$ cat src/rtl/stream_demux_pkg.sv
// Shared defaults and constants for the stream demultiplexer.
package stream_demux_pkg;

    localparam int DEFAULT_WIDTH = 8;
    localparam int DEFAULT_NCH   = 4;
    localparam int DROP_CNT_W    = 8;

endpackage : stream_demux_pkg

$ cat src/rtl/demux_sel_dec.sv
// Combinational select decoder: turns (in_sel, in_bcast) into a channel mask
// and flags selects that address no existing channel.
module demux_sel_dec #(
    parameter int NCH  = 4,
    parameter int SELW = $clog2(NCH)
) (
    input  logic [SELW-1:0] in_sel,
    input  logic            in_bcast,
    output logic [NCH-1:0]  mask,
    output logic            bad
);

    logic [NCH-1:0] onehot;

    // NOTE: every output of this block gets a default first so no path
    // leaves a signal unassigned, which would otherwise infer a latch.
    always_comb begin
        onehot = '0;
        for (int i = 0; i < NCH; i++) begin
            if (in_sel == SELW'(i)) begin
                onehot[i] = 1'b1;
            end
        end
    end

    // A select that matches no channel decodes to an empty one-hot mask.
    always_comb begin
        mask = '0;
        bad  = 1'b0;
        if (in_bcast) begin
            mask = '1;
        end else if (onehot == '0) begin
            bad  = 1'b1;
        end else begin
            mask = onehot;
        end
    end

endmodule : demux_sel_dec

$ cat src/rtl/stream_demux.sv
// One-deep stream demultiplexer: a single data register feeds NCH channels
// through a pending mask; broadcast holds the word until every channel drains.
module stream_demux
    import stream_demux_pkg::*;
#(
    parameter int WIDTH = DEFAULT_WIDTH,
    parameter int NCH   = DEFAULT_NCH,
    parameter int SELW  = $clog2(NCH)
) (
    input  logic                  clk,
    input  logic                  rst_n,
    input  logic                  in_valid,
    output logic                  in_ready,
    input  logic [WIDTH-1:0]      in_data,
    input  logic [SELW-1:0]       in_sel,
    input  logic                  in_bcast,
    output logic [NCH-1:0]        out_valid,
    input  logic [NCH-1:0]        out_ready,
    output logic [NCH*WIDTH-1:0]  out_data,
    output logic                  err_sel,
    input  logic                  err_clr,
    output logic [DROP_CNT_W-1:0] drop_cnt
);

    logic [WIDTH-1:0]      data_q;
    logic [NCH-1:0]        pend_q;
    logic                  err_q;
    logic [DROP_CNT_W-1:0] drop_q;

    logic [NCH-1:0]        dec_mask;
    logic                  dec_bad;
    logic                  accept;
    logic                  bad_accept;

    demux_sel_dec #(
        .NCH  (NCH),
        .SELW (SELW)
    ) u_sel_dec (
        .in_sel   (in_sel),
        .in_bcast (in_bcast),
        .mask     (dec_mask),
        .bad      (dec_bad)
    );

    // Ready as soon as every still-pending channel completes this cycle.
    assign in_ready   = ~|(pend_q & ~out_ready);
    assign accept     = in_valid & in_ready;
    assign bad_accept = accept & dec_bad;

    // NOTE: sequential state uses non-blocking assignments so every register
    // samples pre-edge values regardless of statement order.
    always_ff @(posedge clk or negedge rst_n) begin
        if (!rst_n) begin
            pend_q <= '0;
            data_q <= '0;
        end else if (accept) begin
            pend_q <= dec_mask;
            data_q <= in_data;
        end else begin
            pend_q <= pend_q & ~out_ready;
        end
    end

    // A bad select in the same cycle as err_clr keeps the flag set.
    always_ff @(posedge clk or negedge rst_n) begin
        if (!rst_n) begin
            err_q  <= 1'b0;
            drop_q <= '0;
        end else begin
            if (bad_accept) begin
                err_q <= 1'b1;
            end else if (err_clr) begin
                err_q <= 1'b0;
            end
            if (bad_accept && (drop_q != '1)) begin
                drop_q <= drop_q + DROP_CNT_W'(1);
            end
        end
    end

    assign out_valid = pend_q;
    assign err_sel   = err_q;
    assign drop_cnt  = drop_q;

    for (genvar i = 0; i < NCH; i++) begin : g_out
        assign out_data[i*WIDTH +: WIDTH] = pend_q[i] ? data_q : '0;
    end

endmodule : stream_demux

$ cat config.mk
export PLATFORM = sky130hd
export DESIGN_NAME = stream_demux
export DESIGN_NICKNAME = d
export VERILOG_FILES = /design/src/rtl/stream_demux_pkg.sv /design/src/rtl/demux_sel_dec.sv /design/src/rtl/stream_demux.sv
export SDC_FILE = /design/constraint.sdc
export NUM_CORES = 1
export LEC_CHECK = 0
export CORE_MARGIN = 5
export CORE_UTILIZATION = 35
export CTS_CLUSTER_DIAMETER = 120
export DETAILED_ROUTE_END_ITERATION = 8
export GPL_ROUTABILITY_DRIVEN = 1
export HOLD_SLACK_MARGIN = 0.1
export PLACE_DENSITY = 0.85
export SYNTH_ARGS = -nofsm -noshare
export SYNTH_HDL_FRONTEND = slang
export SYNTH_SLANG_ARGS = --single-unit
$ cat constraint.sdc
create_clock -name clk -period 2.3 [get_ports clk]
set_clock_uncertainty 0.15 [all_clocks]
set_input_delay 0.23 -clock clk [delete_from_list [all_inputs] [get_ports clk]]
set_output_delay 0.23 -clock clk [all_outputs]
set_load 0.01 [all_outputs]
# Yosys cells after proc, flatten, opt, wreduce, memory -nomap -nowiden
# Index checks and enable logic that the tools add are counted.
# totals
ff_bits	21
in_bits	19
output_inout_bits	46
# classes
addsub	1
eq_ne	4
n_mux	15
bitwise_logic	4
n_reduce_logical	6
# op_table
op	count
two-way mux 8 bit	4
two-way mux 4 bit	3
adder 8 x 1 -> 8 bit (second input constant)	1
two-way mux 1 bit	8
inequality test 8 bit (second input constant)	1
bitwise AND 4 bit	1
== test 2 bit (second input constant)	2
zero test 4 bit	1
NOT 4 bit	1
OR reduction 4 bit	1
bitwise AND 1 bit	2
== test 2 x 1 -> 1 bit (second input constant)	1
zero test 2 bit	1
nonzero test 2 bit	1
logical AND 1 bit	1
zero test 1 bit	1

# Logic depth before layout (Yosys ltp)
# Gate-level depths: netlist of the first run.
# depth
word_depth	7
mapped_depth	5

# Hierarchy
# Synthesis of the first run repeated with hierarchy kept, for this count alone.
# unflattened
cells_unflattened	111
hier_area_um2	1232.4
# modules_own_cells
mod	instances	cells_per_inst	area_each_um2	seq_area_each_um2
stream_demux	1	104	1186.1	525.5
demux_sel_dec	1	7	46.3	0.0

# Worst setup path after synthesis of the first run
# No wires, ideal clock.
# synth_timing
path_type	reg2reg
startpoint	register pend_q[1] (netlist: out_valid[1])
endpoint	register data_q[2]
arrival_time_ns	1.543
required_ns	2.025
slack_ns	0.482
path_stages_with_launch	6
n_path_buf	1
cell_sequence	dfrtp_1 -> nor2b_1 -> nor4_4 -> nand2_2 -> buf_6 -> mux2_4
# synth_between
elab_chain_len	4
# synth_rtl
item	line_no	source
start, declared	stream_demux.sv:26	logic [NCH-1:0] pend_q;
start signal, assigned	stream_demux.sv:57	pend_q <= dec_mask;
start signal, assigned	stream_demux.sv:60	pend_q <= pend_q & ~out_ready;
bitwise AND 4 bit	stream_demux.sv:46	assign in_ready = ~|(pend_q & ~out_ready);
OR reduction 4 bit	stream_demux.sv:46	
zero test 1 bit	stream_demux.sv:46	
net in_ready	stream_demux.sv:13	output logic in_ready,
bitwise AND 1 bit	stream_demux.sv:47	assign accept = in_valid & in_ready;
end signal, assigned	stream_demux.sv:58	data_q <= in_data;
end, declared	stream_demux.sv:25	logic [WIDTH-1:0] data_q;
# The timed path passes the listed nets, and every way through them passes these cells.
# A chain may end at the register's enable or synchronous reset.

# Worst setup path in the final report of the first run
# layout_timing
startpoint	register pend_q[2] (netlist: out_valid[2])
endpoint	output port in_ready
# layout_between
elab_chain_len	3
# layout_rtl
item	line_no
bitwise AND 4 bit	stream_demux.sv:46
OR reduction 4 bit	stream_demux.sv:46
zero test 1 bit	stream_demux.sv:46
end, declared	stream_demux.sv:13
# Every way passes these cells.

==> impl_metrics.tcl, run 1 <==
set metrics [dict create \
    outcome "finished clean" \
    met1_usage_pct 16.6 \
    drt_wl_total_mm 2.83 \
    intPower_mw 0.902 \
    die_y_um 63.3 \
    p_sw_mw 0.400 \
    via_per_inst 4.54 \
    grt-busiest-layer "met2" \
    worstSkewPairLatency_ns 0.29 \
    critPathKind "flop to primary output" \
    core_area_um2 2730 \
    worst-path-max-fanout 10 \
    final_common_cell "clkdlybuf4s50_1" \
    grt_max_degree 22 \
    ctsResizeCount 0 \
    grt_use_total_pct 14.6 \
    portBuffers 64 \
    cts_root_buf "clkbuf_4" \
    final_cell_mix "64 x clkdlybuf4s50_1, 32 x and2_1, 21 x dfrtp_1, 6 x mux2_4, 5 x nor2b_1" \
    power_frac_clock_pct 12.9 \
    syn_area_um2 996 \
    layout_min_cycle_time_ns 2.13 \
    post_drt_wl_per_cell_um 15.6 \
    slew_headroom_pct 77.9 \
    start_util_pct 36.4 \
    final_net_count 170 \
    powerDensity_nw_per_um2 770 \
    seqPwrFrac_pct 38.3 \
    setup_viol 0 \
    drive_gt1_share_pct 11.3 \
    clockBufferDepth 2 \
    num_vias 822 \
    finalHoldViolCount 0 \
    drv_cap 0 \
    p_comb_share_pct 48.9 \
    grtUsageMet2_pct 25.9 \
    rsz0062_at_grt "false" \
    antenna_left 0 \
    h-tree-depth 1 \
    ys_seq_area_share_pct 52.8 \
    fmax_mhz 470 \
    cp-start-kind "flop" \
    ys_ff_latch 21 \
    cts_sinks 21 \
    cts_hold_buf 0 \
    syn_avg_cell_area_um2 11.4 \
    sw_frac_of_total_pct 30.7 \
    design.die.area_um2 4010 \
    ios 65 \
    numCtsBuffers 3 \
    cts_tree "done" \
    first_iter_violations 17 \
    cp.arrival_ns 1.75 \
    area_delta_synth_final_pct 69.7 \
    critPathRequiredTime_ns 1.92 \
    dp_hpwl_mm 2.27 \
    grt_use_met3_pct 4.44 \
    grt_overflow 0 \
    cts_setup_buffers 0 \
    clkTransAtPathRegs_ns 0.11 \
    place.gp.congestion 0.813 \
    yosys_warnings 0 \
    syn_nets 106 \
    p_leak_nw 0.736 \
    end_kind "primary output" \
    grt_pass1_wl_mm 4.69 \
    tightest_slew_ns 0.330 \
    hold_path.class "input pin to asynchronous set/reset pin" \
    maxSlewViolCount 0 \
    drcViolationCount 0 \
    ys_types 12 \
    grt_pass1_vias 906 \
    ir_worst_vdd_mv 0.493 \
    die_x_um 63.3 \
    setup_tns_ns 0 \
    insertedDiodeCount 0 \
    syn_inst 87 \
    min_period_over_period_pct 92.6 \
    dr.pass1.iters 4 \
    grt_antenna_before_repair 0 \
    fin_total_pwr_mw 1.30 \
    rows 19 \
]
==> power groups by stage <==
stage,combinational (mW),clock [mW],sequential [mW]
after floorplan,0.277,0,0.501
after global placement,0.629,0,0.500
after detailed placement,0.646,0,0.505
after CTS,0.650,0.174,0.498
after global routing,0.688,0.193,0.513
final,0.636,0.167,0.498
==> metal layers <==
metal | part of all wire, % | vias to the layer above | wire length [µm]
met5 | 0 | - | 0
li1 | - | 399 | -
met4 | 1.2 | 0 | 34
met2 | 52 | 41 | 1460
met1 | 38 | 380 | 1080
met3 | 9.0 | 2 | 254
==> worst max-delay path, stage by stage (launching register included) <==
cell	delay, ns
dfrtp_1	0.50
nor2b_1	0.21
nor4_4	0.17
clkdlybuf4s50_1	0.58
==> metrics by stage <==
stage                     utilization (%)  hold slack (ns)  instances  area (µm²)  setup slack [ns]
final                                61.8            0.120        181        1690             0.170
after global routing                 61.8            0.128        181        1690            0.0606
after CTS                            61.8            0.122        181        1690             0.138
after detailed placement             60.9            0.214        177        1660             0.272
after global placement               60.9            0.214        177        1660             0.277
after floorplan                         -           -0.216         87         996             0.482
==> cells in the mapped netlist, drive strengths merged <==
cell     n  area share, %
nor2b    5            3.1
o21bai   4            3.0
nand2    1           0.63
a21oi    4            2.0
nor4     1            2.1
inv      2           0.75
buf      1            1.1
mux2     8             11
dfrtp   21             53
clkbuf   8            3.0
and2    32             20
==> registers in the layout (all words and copies together), names as in the netlist <==
register / flops
data_q: 8
drop_cnt: 8
err_sel: 1
out_valid: 4
==> logic make-up (layout without fill, tap and decap cells) <==
| logic type | after synthesis | in the layout | share of synthesized area (%) |
|---|---|---|---|
| AO/OA/AOI/OAI | 8 | 8 | 5.03 |
| buffers and inverters | 11 | 74 | 4.90 |
| flip-flops | 21 | 21 | 52.8 |
| multiplexers | 8 | 8 | 11.3 |
| AND/OR/NAND/NOR | 39 | 39 | 26.0 |
==> final timing paths <==
path                         startpoint      endpoint  slack [ns]  depth (start not counted)
min in group clk            drop_cnt[4]   drop_cnt[4]        0.23                          0
max                        out_valid[2]      in_ready        0.17                          3
max in group asynchronous         rst_n   drop_cnt[0]        1.67                          2
min                               rst_n  out_valid[3]        0.12                          2
min reg2reg                 drop_cnt[4]   drop_cnt[4]        0.23                          0
max reg2reg                out_valid[2]     data_q[1]        0.51                          4
==> layout make-up <==
type	count	area, µm²
Fill cell	253	1040
Sequential cell	21	526
Multi-Input combinational cell	55	422
Timing Repair Buffer	68	671
Clock buffer	4	26.3
Tap cell	31	38.8
Inverter	2	7.51
Power figures use the tool's default switching activity.
==> run 2, diff against run 1 <==
Settings changed: CTS_CLUSTER_SIZE set to 28.
==> results of run 2 <==
The final DEF is identical to that of run 1; final timing and power are the same.
==> patch (flow settings as in run 2) <==
Change the package constant `DROP_CNT_W` from 8 to 10.
--- a/src/rtl/stream_demux_pkg.sv
+++ b/src/rtl/stream_demux_pkg.sv
@@ -3,7 +3,7 @@
 
     localparam int DEFAULT_WIDTH = 8;
     localparam int DEFAULT_NCH   = 4;
-    localparam int DROP_CNT_W    = 8;
+    localparam int DROP_CNT_W    = 10;
 
 endpackage : stream_demux_pkg
 
Interface: changed (resized drop_cnt); port bits go from 65 to 67. The function was not compared with the original's and may differ.
==> patch against run 2 <==
Sequential cell count up 2. Setup slack got worse by 0.0069 ns. Register-to-register slack better by 0.03 ns. Design area grew 4.4%. Routed wire length increased by 1.7%. Die area rose by 4.9%. Final cell count rose by 3.3%. Total power up 3.9%. Via count up 5.4%. Area after synthesis increased by 5.8%. First-iteration DRC count grew 53%. Critical endpoint unchanged.
==> patch: results (changes against run 2) <==
- The slew at the pin with the worst max-slew slack is 0.3483 ns (+0.01866 ns).
- By area the synthesized netlist is led by dfrtp_1 (55%), and2_1 (19%), mux2_4 (8.6%).
- The total nets after synthesis is 110 (+3.8%).
- The synthesized-area fraction occupied by ao, oa, aoi and oai cells was 4.751% (-0.27 points).
- The commonest cells after synthesis are and2_1 (32), dfrtp_1 (23), clkbuf_1 (10).
- The iteration count of the initial detailed-routing pass was 2 (-2).
- The endpoint identified for the worst register-to-register timing path is data_q[6].
- The largest voltage drop on the vdd net is 359.4 uV (-27%).
- The initial detailed-routing violation count was 26 (+9).
- The detailed placement HPWL is 2.240 mm (-1.3%).
- The via count normalized by instance count came to 4.631 (+2.0%).
- The number of cells after detailed placement was 183 (+3.4%).
- The leakage power total is 0.7725 nW (+4.9%).
- The combined global-route utilization of all metal layers was 14.21% (-0.43 points).
- In this run the critical register-to-register path is launched from out_valid[1].
- The total wirelength of the detailed-routed design was 2.881 mm (+1.7%).
- The clock slew at the register clock pins of the worst setup and hold paths is 0.13 ns (+0.02 ns).
- The clock latency at the later pin of the worst-skew pair is 0.31 ns (+0.02 ns).
- The proportion of layout cells with a drive suffix above 1 is 12.34% (+1.0 points).
- The number of global-route vias before repair is 945 (+4.3%).
- The maximum number of pins on one net before global-route repair is 24 (+9.1%).
- The multiplexer share of the synthesized area came to 10.69% (-0.62 points).
- The weighted congestion at the end of routability-driven global placement is 0.7624 (-6.2%).
- The number of standard cells after synthesis was 91 (+4.6%).
- The run finished with clean final reports.
- The setup slack of the most critical reg-to-reg path is 0.54 ns (+0.03 ns).
- The count of buffers inserted at the top-level ports is 66 (+3.1%).
- The wire length of the first global-routing pass is 4.560 mm (-2.7%).
- The placement-stage cell area was 1737 sq um (+4.4%).
patch: cell count changes in the layout (fill, tap and decap cells not counted):
cell,change
dfrtp_1,+1
clkbuf_1,-1
dfrtp_2,+1
clkinv_2,+1
clkdlybuf4s50_1,+2
patch: worst max-delay path: cells and delay by family (launching register included):
family | cells | cell delay (ns)
buffers and inverters | 1 | 0.59
flip-flops | 1 | 0.40
AND/OR/NAND/NOR | 2 | 0.46
patch: power breakdown:
part	switching [mW]	internal (mW)
Combinational	0.234	0.401
Sequential	0.0626	0.469
Clock	0.121	0.0649
Total	0.417	0.935
patch: area by class of cell:
cell class | instances | area (sq um)
Tap cell | 33 | 41.29
Sequential cell | 23 | 576.8
Clock buffer | 3 | 22.52
Inverter | 2 | 7.507
Clock inverter | 1 | 5.005
Timing Repair Buffer | 70 | 690.7
Fill cell | 247 | 1212
Multi-Input combinational cell | 55 | 421.7
patch: worst min-delay path by stage:
stage	end	from	cells after the start	slack, ns
floorplan	data_q[0]	rst_n	0	-0.22
global placement	drop_cnt[6]	drop_cnt[6]	0	0.21
detailed placement	drop_cnt[4]	drop_cnt[4]	0	0.22
CTS	data_q[2]	rst_n	2	0.10
global route	drop_cnt[0]	rst_n	2	0.12
finish	out_valid[2]	rst_n	2	0.10
patch: cells by family (layout without fill, tap and decap cells):
kind of cell | after synthesis | after routing
AO/OA/AOI/OAI | 8 | 8
buffers and inverters | 13 | 76
multiplexers | 8 | 8
AND/OR/NAND/NOR | 39 | 39
flip-flops | 23 | 23
patch: metal layers:
layer	part of all wire, %	GRT usage (%)	vias up
met2	53	26.82	36
met3	5.7	2.080	4
met1	41	15.79	417
met5	0	0	-
li1	-	-	409
met4	0.80	5.541	0
